<file path="src/rtl/timer_pkg.sv">
// Shared types, constants and BCD helpers for the two-digit run/pause/stop timer.
package timer_pkg;

   typedef enum logic [1:0] {
      ST_IDLE  = 2'd0,
      ST_RUN   = 2'd1,
      ST_PAUSE = 2'd2,
      ST_DONE  = 2'd3
   } state_e;

   localparam logic [7:0] BCD_MAX    = 8'h59;
   localparam logic [7:0] BCD_ZERO   = 8'h00;
   localparam int         DEB_STABLE = 3;

   typedef struct packed {
      logic press;
      logic lng;
   } key_evt_t;

   function automatic logic [7:0] bcd_inc(input logic [7:0] b);
      logic [7:0] r;
      if (b == BCD_MAX)          r = BCD_ZERO;
      else if (b[3:0] == 4'd9)   r = {b[7:4] + 4'd1, 4'd0};
      else                       r = {b[7:4], b[3:0] + 4'd1};
      return r;
   endfunction

   function automatic logic [7:0] bcd_dec(input logic [7:0] b);
      logic [7:0] r;
      if (b[3:0] == 4'd0) r = {b[7:4] - 4'd1, 4'd9};
      else                r = {b[7:4], b[3:0] - 4'd1};
      return r;
   endfunction

   function automatic logic [7:0] bcd_clamp(input logic [7:0] b);
      return {(b[7:4] > 4'd5) ? 4'd5 : b[7:4], (b[3:0] > 4'd9) ? 4'd9 : b[3:0]};
   endfunction

endpackage

</file>
<file path="src/rtl/key_debounce.sv">
// Synchronises the raw active-low key, debounces it on a slow sample strobe
// and emits one-cycle press and long-press events.
module key_debounce
   import timer_pkg::*;
#(
   parameter int DEB_DIV      = 262144,
   parameter int LONG_SAMPLES = 64
) (
   input  logic     clk,
   input  logic     rst_n,
   input  logic     key_n,
   output key_evt_t evt
);

   localparam int DW = (DEB_DIV > 1) ? $clog2(DEB_DIV) : 1;
   localparam int LW = $clog2(LONG_SAMPLES + 1);
   localparam int SW = $clog2(DEB_STABLE);
   localparam logic [DW-1:0] DEB_LAST  = DW'(DEB_DIV - 1);
   localparam logic [LW-1:0] LONG_LAST = LW'(LONG_SAMPLES);

   logic [1:0]    sync_q, sync_d;
   logic [DW-1:0] deb_cnt_q, deb_cnt_d;
   logic [SW-1:0] stab_cnt_q, stab_cnt_d;
   logic [LW-1:0] low_cnt_q, low_cnt_d;
   logic          level_q, level_d;
   key_evt_t      evt_q, evt_d;
   logic          stb;

   always_comb begin
      sync_d     = {sync_q[0], key_n};
      stb        = (deb_cnt_q == DEB_LAST);
      deb_cnt_d  = stb ? '0 : deb_cnt_q + DW'(1);
      level_d    = level_q;
      stab_cnt_d = stab_cnt_q;
      low_cnt_d  = low_cnt_q;
      evt_d      = '0;
      if (stb) begin
         // Count samples that disagree with the current level; any agreeing sample restarts the run.
         if (sync_q[1] == level_q) begin
            stab_cnt_d = '0;
         end else if (stab_cnt_q == SW'(DEB_STABLE - 1)) begin
            level_d    = sync_q[1];
            stab_cnt_d = '0;
         end else begin
            stab_cnt_d = stab_cnt_q + SW'(1);
         end
         if (!level_q) begin
            if (low_cnt_q != LONG_LAST) low_cnt_d = low_cnt_q + LW'(1);
            evt_d.lng = (low_cnt_q == LONG_LAST - LW'(1));
         end else begin
            low_cnt_d = '0;
         end
      end
      evt_d.press = level_q & ~level_d;
   end

   // Key idles high, so the synchroniser and level reset high: no event after reset.
   always_ff @(posedge clk or negedge rst_n) begin
      if (!rst_n) begin
         sync_q     <= 2'b11;
         deb_cnt_q  <= '0;
         stab_cnt_q <= '0;
         low_cnt_q  <= '0;
         level_q    <= 1'b1;
         evt_q      <= '0;
      end else begin
         sync_q     <= sync_d;
         deb_cnt_q  <= deb_cnt_d;
         stab_cnt_q <= stab_cnt_d;
         low_cnt_q  <= low_cnt_d;
         level_q    <= level_d;
         evt_q      <= evt_d;
      end
   end

   assign evt = evt_q;

endmodule

</file>
<file path="src/rtl/timer_sequencer.sv">
// Two-digit BCD timer: key-driven run/pause/stop FSM, up/down BCD stepping,
// pause blink and time-multiplexed digit output.
module timer_sequencer
   import timer_pkg::*;
#(
   parameter int TICK_DIV     = 16777216,
   parameter int DEB_DIV      = 262144,
   parameter int SCAN_DIV     = 2048,
   parameter int LONG_SAMPLES = 64
) (
   input  logic       CLK,
   input  logic       RESET,
   input  logic       ROW0,
   input  logic       MODE,
   input  logic [7:0] PRESET,
   output logic       COL0,
   output logic [7:0] BCD,
   output logic       RUN,
   output logic       DONE,
   output logic       BLANK,
   output logic       DIGIT_SEL,
   output logic [3:0] DIGIT
);

   localparam int TW = $clog2(TICK_DIV);
   localparam int CW = (SCAN_DIV > 1) ? $clog2(SCAN_DIV) : 1;
   localparam logic [TW-1:0] TICK_LAST  = TW'(TICK_DIV - 1);
   localparam logic [TW-1:0] BLINK_HALF = TW'(TICK_DIV / 2);
   localparam logic [CW-1:0] SCAN_LAST  = CW'(SCAN_DIV - 1);

   state_e        state_q, state_d;
   logic [7:0]    bcd_q, bcd_d;
   logic          mode_q, mode_d;
   logic [TW-1:0] tick_cnt_q, tick_cnt_d;
   logic [TW-1:0] blink_cnt_q, blink_cnt_d;
   logic [CW-1:0] scan_cnt_q, scan_cnt_d;
   logic          sel_q, sel_d;
   logic [3:0]    digit_q, digit_d;
   key_evt_t      key_evt;
   logic [7:0]    idle_bcd, bcd_step;
   logic          tick;

   key_debounce #(
      .DEB_DIV      (DEB_DIV),
      .LONG_SAMPLES (LONG_SAMPLES)
   ) u_key (
      .clk   (CLK),
      .rst_n (RESET),
      .key_n (ROW0),
      .evt   (key_evt)
   );

   always_comb begin
      idle_bcd    = MODE ? BCD_ZERO : bcd_clamp(PRESET);
      bcd_step    = mode_q ? bcd_inc(bcd_q) : bcd_dec(bcd_q);
      tick        = (state_q == ST_RUN) && (tick_cnt_q == TICK_LAST);
      state_d     = state_q;
      bcd_d       = bcd_q;
      mode_d      = mode_q;
      tick_cnt_d  = tick_cnt_q;
      blink_cnt_d = '0;
      case (state_q)
         ST_IDLE: begin
            bcd_d      = idle_bcd;
            tick_cnt_d = '0;
            if (key_evt.press) begin
               mode_d = MODE;
               if (!MODE && bcd_q == BCD_ZERO) begin
                  state_d = ST_DONE;
                  bcd_d   = BCD_ZERO;
               end else begin
                  state_d = ST_RUN;
               end
            end
         end
         ST_RUN: begin
            // A press that pauses freezes the prescaler so resume keeps the partial period.
            if (tick) begin
               tick_cnt_d = '0;
               bcd_d      = bcd_step;
            end else if (!key_evt.press) begin
               tick_cnt_d = tick_cnt_q + TW'(1);
            end
            if (tick && !mode_q && bcd_step == BCD_ZERO) state_d = ST_DONE;
            else if (key_evt.press)                      state_d = ST_PAUSE;
         end
         ST_PAUSE: begin
            blink_cnt_d = (blink_cnt_q == TICK_LAST) ? '0 : blink_cnt_q + TW'(1);
            if (key_evt.press) state_d = ST_RUN;
         end
         ST_DONE: begin
            if (key_evt.press) begin
               state_d = ST_IDLE;
               bcd_d   = idle_bcd;
            end
         end
      endcase
      if (key_evt.lng) begin
         state_d    = ST_IDLE;
         bcd_d      = idle_bcd;
         tick_cnt_d = '0;
      end
   end

   always_comb begin
      scan_cnt_d = (scan_cnt_q == SCAN_LAST) ? '0 : scan_cnt_q + CW'(1);
      sel_d      = (scan_cnt_q == SCAN_LAST) ? ~sel_q : sel_q;
      digit_d    = sel_q ? bcd_q[7:4] : bcd_q[3:0];
   end

   always_ff @(posedge CLK or negedge RESET) begin
      if (!RESET) begin
         state_q     <= ST_IDLE;
         bcd_q       <= BCD_ZERO;
         mode_q      <= 1'b0;
         tick_cnt_q  <= '0;
         blink_cnt_q <= '0;
         scan_cnt_q  <= '0;
         sel_q       <= 1'b0;
         digit_q     <= 4'h0;
      end else begin
         state_q     <= state_d;
         bcd_q       <= bcd_d;
         mode_q      <= mode_d;
         tick_cnt_q  <= tick_cnt_d;
         blink_cnt_q <= blink_cnt_d;
         scan_cnt_q  <= scan_cnt_d;
         sel_q       <= sel_d;
         digit_q     <= digit_d;
      end
   end

   assign COL0      = 1'b0;
   assign BCD       = bcd_q;
   assign RUN       = (state_q == ST_RUN);
   assign DONE      = (state_q == ST_DONE);
   assign BLANK     = (state_q == ST_PAUSE) && (blink_cnt_q >= BLINK_HALF);
   assign DIGIT_SEL = sel_q;
   assign DIGIT     = digit_q;

endmodule
</file>
<file path="config.mk">
export PLATFORM = sky130hd
export DESIGN_NAME = timer_sequencer
export DESIGN_NICKNAME = d
export VERILOG_FILES = /design/src/rtl/timer_pkg.sv /design/src/rtl/key_debounce.sv /design/src/rtl/timer_sequencer.sv
export SDC_FILE = /design/constraint.sdc
export NUM_CORES = 1
export LEC_CHECK = 0
export BUFFER_PORTS_ARGS = -buffer_cell sky130_fd_sc_hd__buf_2
export CELL_PAD_IN_SITES_DETAIL_PLACEMENT = 0
export CELL_PAD_IN_SITES_GLOBAL_PLACEMENT = 1
export CORE_MARGIN = 5
export CORE_UTILIZATION = 52
export CTS_BUF_LIST = sky130_fd_sc_hd__clkbuf_4 sky130_fd_sc_hd__clkbuf_8 sky130_fd_sc_hd__clkbuf_16
export DETAILED_ROUTE_END_ITERATION = 6
export PLACE_DENSITY = 0.89
export SLEW_MARGIN = 10
export SYNTH_ARGS = -nofsm -noshare
export SYNTH_HDL_FRONTEND = slang
export SYNTH_HIERARCHICAL = 1
export SYNTH_SLANG_ARGS = --single-unit
</file>
<file path="constraint.sdc">
create_clock -name CLK -period 7.47 [get_ports CLK]
set_input_delay 0 -clock CLK [delete_from_list [all_inputs] [get_ports CLK]]
set_output_delay 0 -clock CLK [all_outputs]
set_load 0.01 [all_outputs]
</file>
==> summary.txt <==
EDFF count, synth: 0
Initial antenna violation count: 0
WL final: 11.72 mm
Clock power share: 42.5%
First drt pass iteration count: 5
Total number of vias: 4583
Total negative slack: 0 ns
Final setup vio count: 0
Gpl congestion: 0.8432
CTS root buf: clkbuf_16
Core Region: 10940 um^2
R2R Setup Slk: 4.33 ns
Clock transition at path regs: 0.08 ns
Chip height: 116.1 um
Most frequent CP cell: a21oi_1
Buffers on Ports: 27
Cells after synthesis: 610
CTS H-tree depth: 3
Fin cells: 772
Post-Syn Area: 5852 um^2
Int Pwr: 0.8345 mW
Fin crit period: 3.139 ns
Clock buffer depth: 2
Share of power burned in registers: 53.4%
Sw Share: 24.32%
Capturing point of the worst reg2reg path: tick_cnt_q[23]
Seq/Total Area, Yosys: 45.82%
Final Instance Area: 6404 um^2
Synth area leader: dfrtp_1
Hold endpoint: BCD[2]
CP max-delay cell: nor2_1
I/O Pins: 29
Post-Place Cells: 751
Worst hold slack: 0.05574 ns
Comb pwr share: 4.0%
Placed cell area: 6058 um^2
DRC viols: 0
HPWL after DPL: 7.881 mm
Fmax: 318.5 MHz
Max Slew Vio Count: 0
Max_cap viols: 0
Worst r2r src: tick_cnt_q[0]
Overall routing resource usage: 18.71%
Post-cts resize count: 0
FF-to-FF path depth: 6
Area Growth Syn to Fin: 9.429%
Main flop type after synthesis: dfrtp_1
Fin crit share: 42.03%
CTS buffer count: 9
First-pass GRT wire length: 20.45 mm
Min-Delay Startpoint: PRESET[2]
Leakage: 2.697 nW
CP peak stage delay: 1.03 ns
Worst setup path start: tick_cnt_q[0]
RSZ-0062 raised after global routing: no
Crit. End Element: flop
Pre-CTS WS: 4.375 ns
FF+latch count, synth: 107
Synth warnings: 6
Final worst slack: 4.331 ns
Peak VDD IR: 0.2332 mV
Worst EP required: 7.64 ns
Syn Area/Cell: 9.593 um^2
Synth top area share: 44.47%
CTS tree: built
Number of global-route vias before repair: 4441
# diodes: 0
Std-Cell Rows: 38
Final nets: 653
Fraction of layout cells with a size suffix above 1: 12.03%
Commonest cells in the netlist: 104 x dfrtp_1, 55 x nor2_1, 38 x nand2_1
Initial Utilization: 53.51%
Routed vias/inst: 5.937
Share of flip-flops with an asynchronous set or reset: 100.0%
Largest net degree at the start of global routing: 84
Netlist cell types: 67
Crit Path Max Fanout: 17
Sink Count: 107
Detail Route Antenna Nets: 0
Count leader, synth: dfrtp_1
Clock Skew: 0.01120 ns
Final hold vios: 0
Violation count after the first detailed-route iteration: 365
Post-Syn Nets: 636
Gr ovfl total: 0
Chip width: 116.1 um
Hold Crit Class: in -> reg
Die ar.: 13470 um^2
CTS hold repair buffers: 5
Worst slew margin: 17.93%
CP Launch Type: flop
Slew @ Worst Pin: 1.227 ns
PwrDens: 172.2 nW/um^2
Worst skew pair latency: 0.35 ns
Hold path depth: 3
Synth top area cells: dfrtp_1 44%, xor2_1 4.9%, nor2_1 3.5%, ha_1 3.0%, nand3_1 2.7%
Outcome: finished clean
WP data arrival: 3.31 ns
WL per Instance: 15.19 um
Cell Chain, Critical Path: ha_1 > nand4_1 > nor4_1 > a21oi_1 > nor2_1 > a21oi_1
Sw power: 0.2682 mW
Crit Path Category: reg -> reg
Post-CTS Setup Bufs: 0
-- worst max-delay path: cells and delay by family, from the launching register on --
kind | cells | cell delay [ns]
flip-flops | 1 | 0.40
adder cells (fa/ha/maj) | 1 | 0.21
AND/OR/NAND/NOR | 3 | 1.81
AO/OA/AOI/OAI | 2 | 0.53
-- metal layers --
metal	part of all wire (%)	global-route usage, %	vias up
li1	-	-	2247
met1	48	25.44	2231
met2	46	30.00	92
met3	4.8	5.274	13
met4	1.1	4.254	0
met5	0	0	-
-- cell usage in the layout, fill, tap and decap left out, drive strengths merged, types with 3 or more instances in the layout --
cell type	netlist	layout
a211o	3	3
a211oi	5	5
a21o	5	5
a21oi	28	28
a32oi	3	3
and2	5	5
and3	8	8
and3b	3	3
and4	7	7
buf	5	31
clkbuf	25	9
clkinv	0	5
dfrtp	104	104
dfstp	3	3
dlygate4sd3	0	5
ha	14	14
inv	23	25
mux2	9	9
mux2i	6	6
nand2	38	38
nand2b	8	8
nand3	33	33
nand3b	8	8
nand4	20	20
nor2	56	56
nor2b	4	4
nor3	5	5
nor4	13	13
nor4b	3	3
o211ai	5	5
o21ai	32	32
o31ai	14	14
or2	5	5
or3	20	20
or4	15	15
xnor2	14	14
xor2	33	33
-- through the flow --
| stage | util (%) | power (mW) |
|---|---|---|
| final | 58.56 | 1.103 |
| after global routing | 58.56 | 1.147 |
| after CTS | 58.56 | 1.114 |
| after detailed placement | 55.40 | 0.6434 |
| after global placement | 55.40 | 0.6423 |
| after floorplan | - | 0.6201 |
-- cells by family after synthesis --
kind of cell	share of synthesized area (%)
DFF	45.82
buffers and inverters	3.891
xor gates and xnor gates	7.035
muxes	2.822
adders and majority gates	2.993
other	0.06408
AOI/OAI and AO/OA	12.40
and+or+nand+nor	24.97
-- layout make-up --
| class | count | area, um^2 |
|---|---|---|
| Fill cell | 963 | 4532 |
| Multi-Input combinational cell | 450 | 2948 |
| Sequential cell | 107 | 2681 |
| Clock buffer | 9 | 225.2 |
| Timing Repair Buffer | 36 | 217.7 |
| Tap cell | 140 | 175.2 |
| Inverter | 23 | 86.33 |
| Clock inverter | 7 | 70.07 |
-- sequential cells by signal, indices dropped and copies added, names as in the netlist --
name              flops
u_key/level_q         1
DIGIT                 4
tick_cnt_q           24
u_key/evt             2
u_key/deb_cnt_q      18
scan_cnt_q           11
state_q               2
u_key/stab_cnt_q      2
DIGIT_SEL             1
u_key/low_cnt_q       7
u_key/sync_q          2
blink_cnt_q          24
BCD                   8
mode_q                1
-- worst max-delay path by stage --
| stage | endpoint | slack, ns | depth (start not counted) |
|---|---|---|---|
| finish | tick_cnt_q[23] | 4.33 | 6 |
| global route | tick_cnt_q[19] | 3.99 | 6 |
| CTS | tick_cnt_q[23] | 4.33 | 6 |
| detailed placement | tick_cnt_q[19] | 4.37 | 6 |
| global placement | tick_cnt_q[14] | 4.54 | 6 |
| floorplan | BCD[7] | 5.03 | 9 |
-- power by group through the flow --
stage	registers (mW)	clock network (mW)	logic (mW)
after detailed placement	0.600	0	0.0433
after global placement	0.600	0	0.0423
final	0.589	0.469	0.0447
after global routing	0.590	0.506	0.0508
after floorplan	0.599	0	0.0213
after CTS	0.589	0.480	0.0456
No activity file was read; power rests on OpenSTA's default activity.
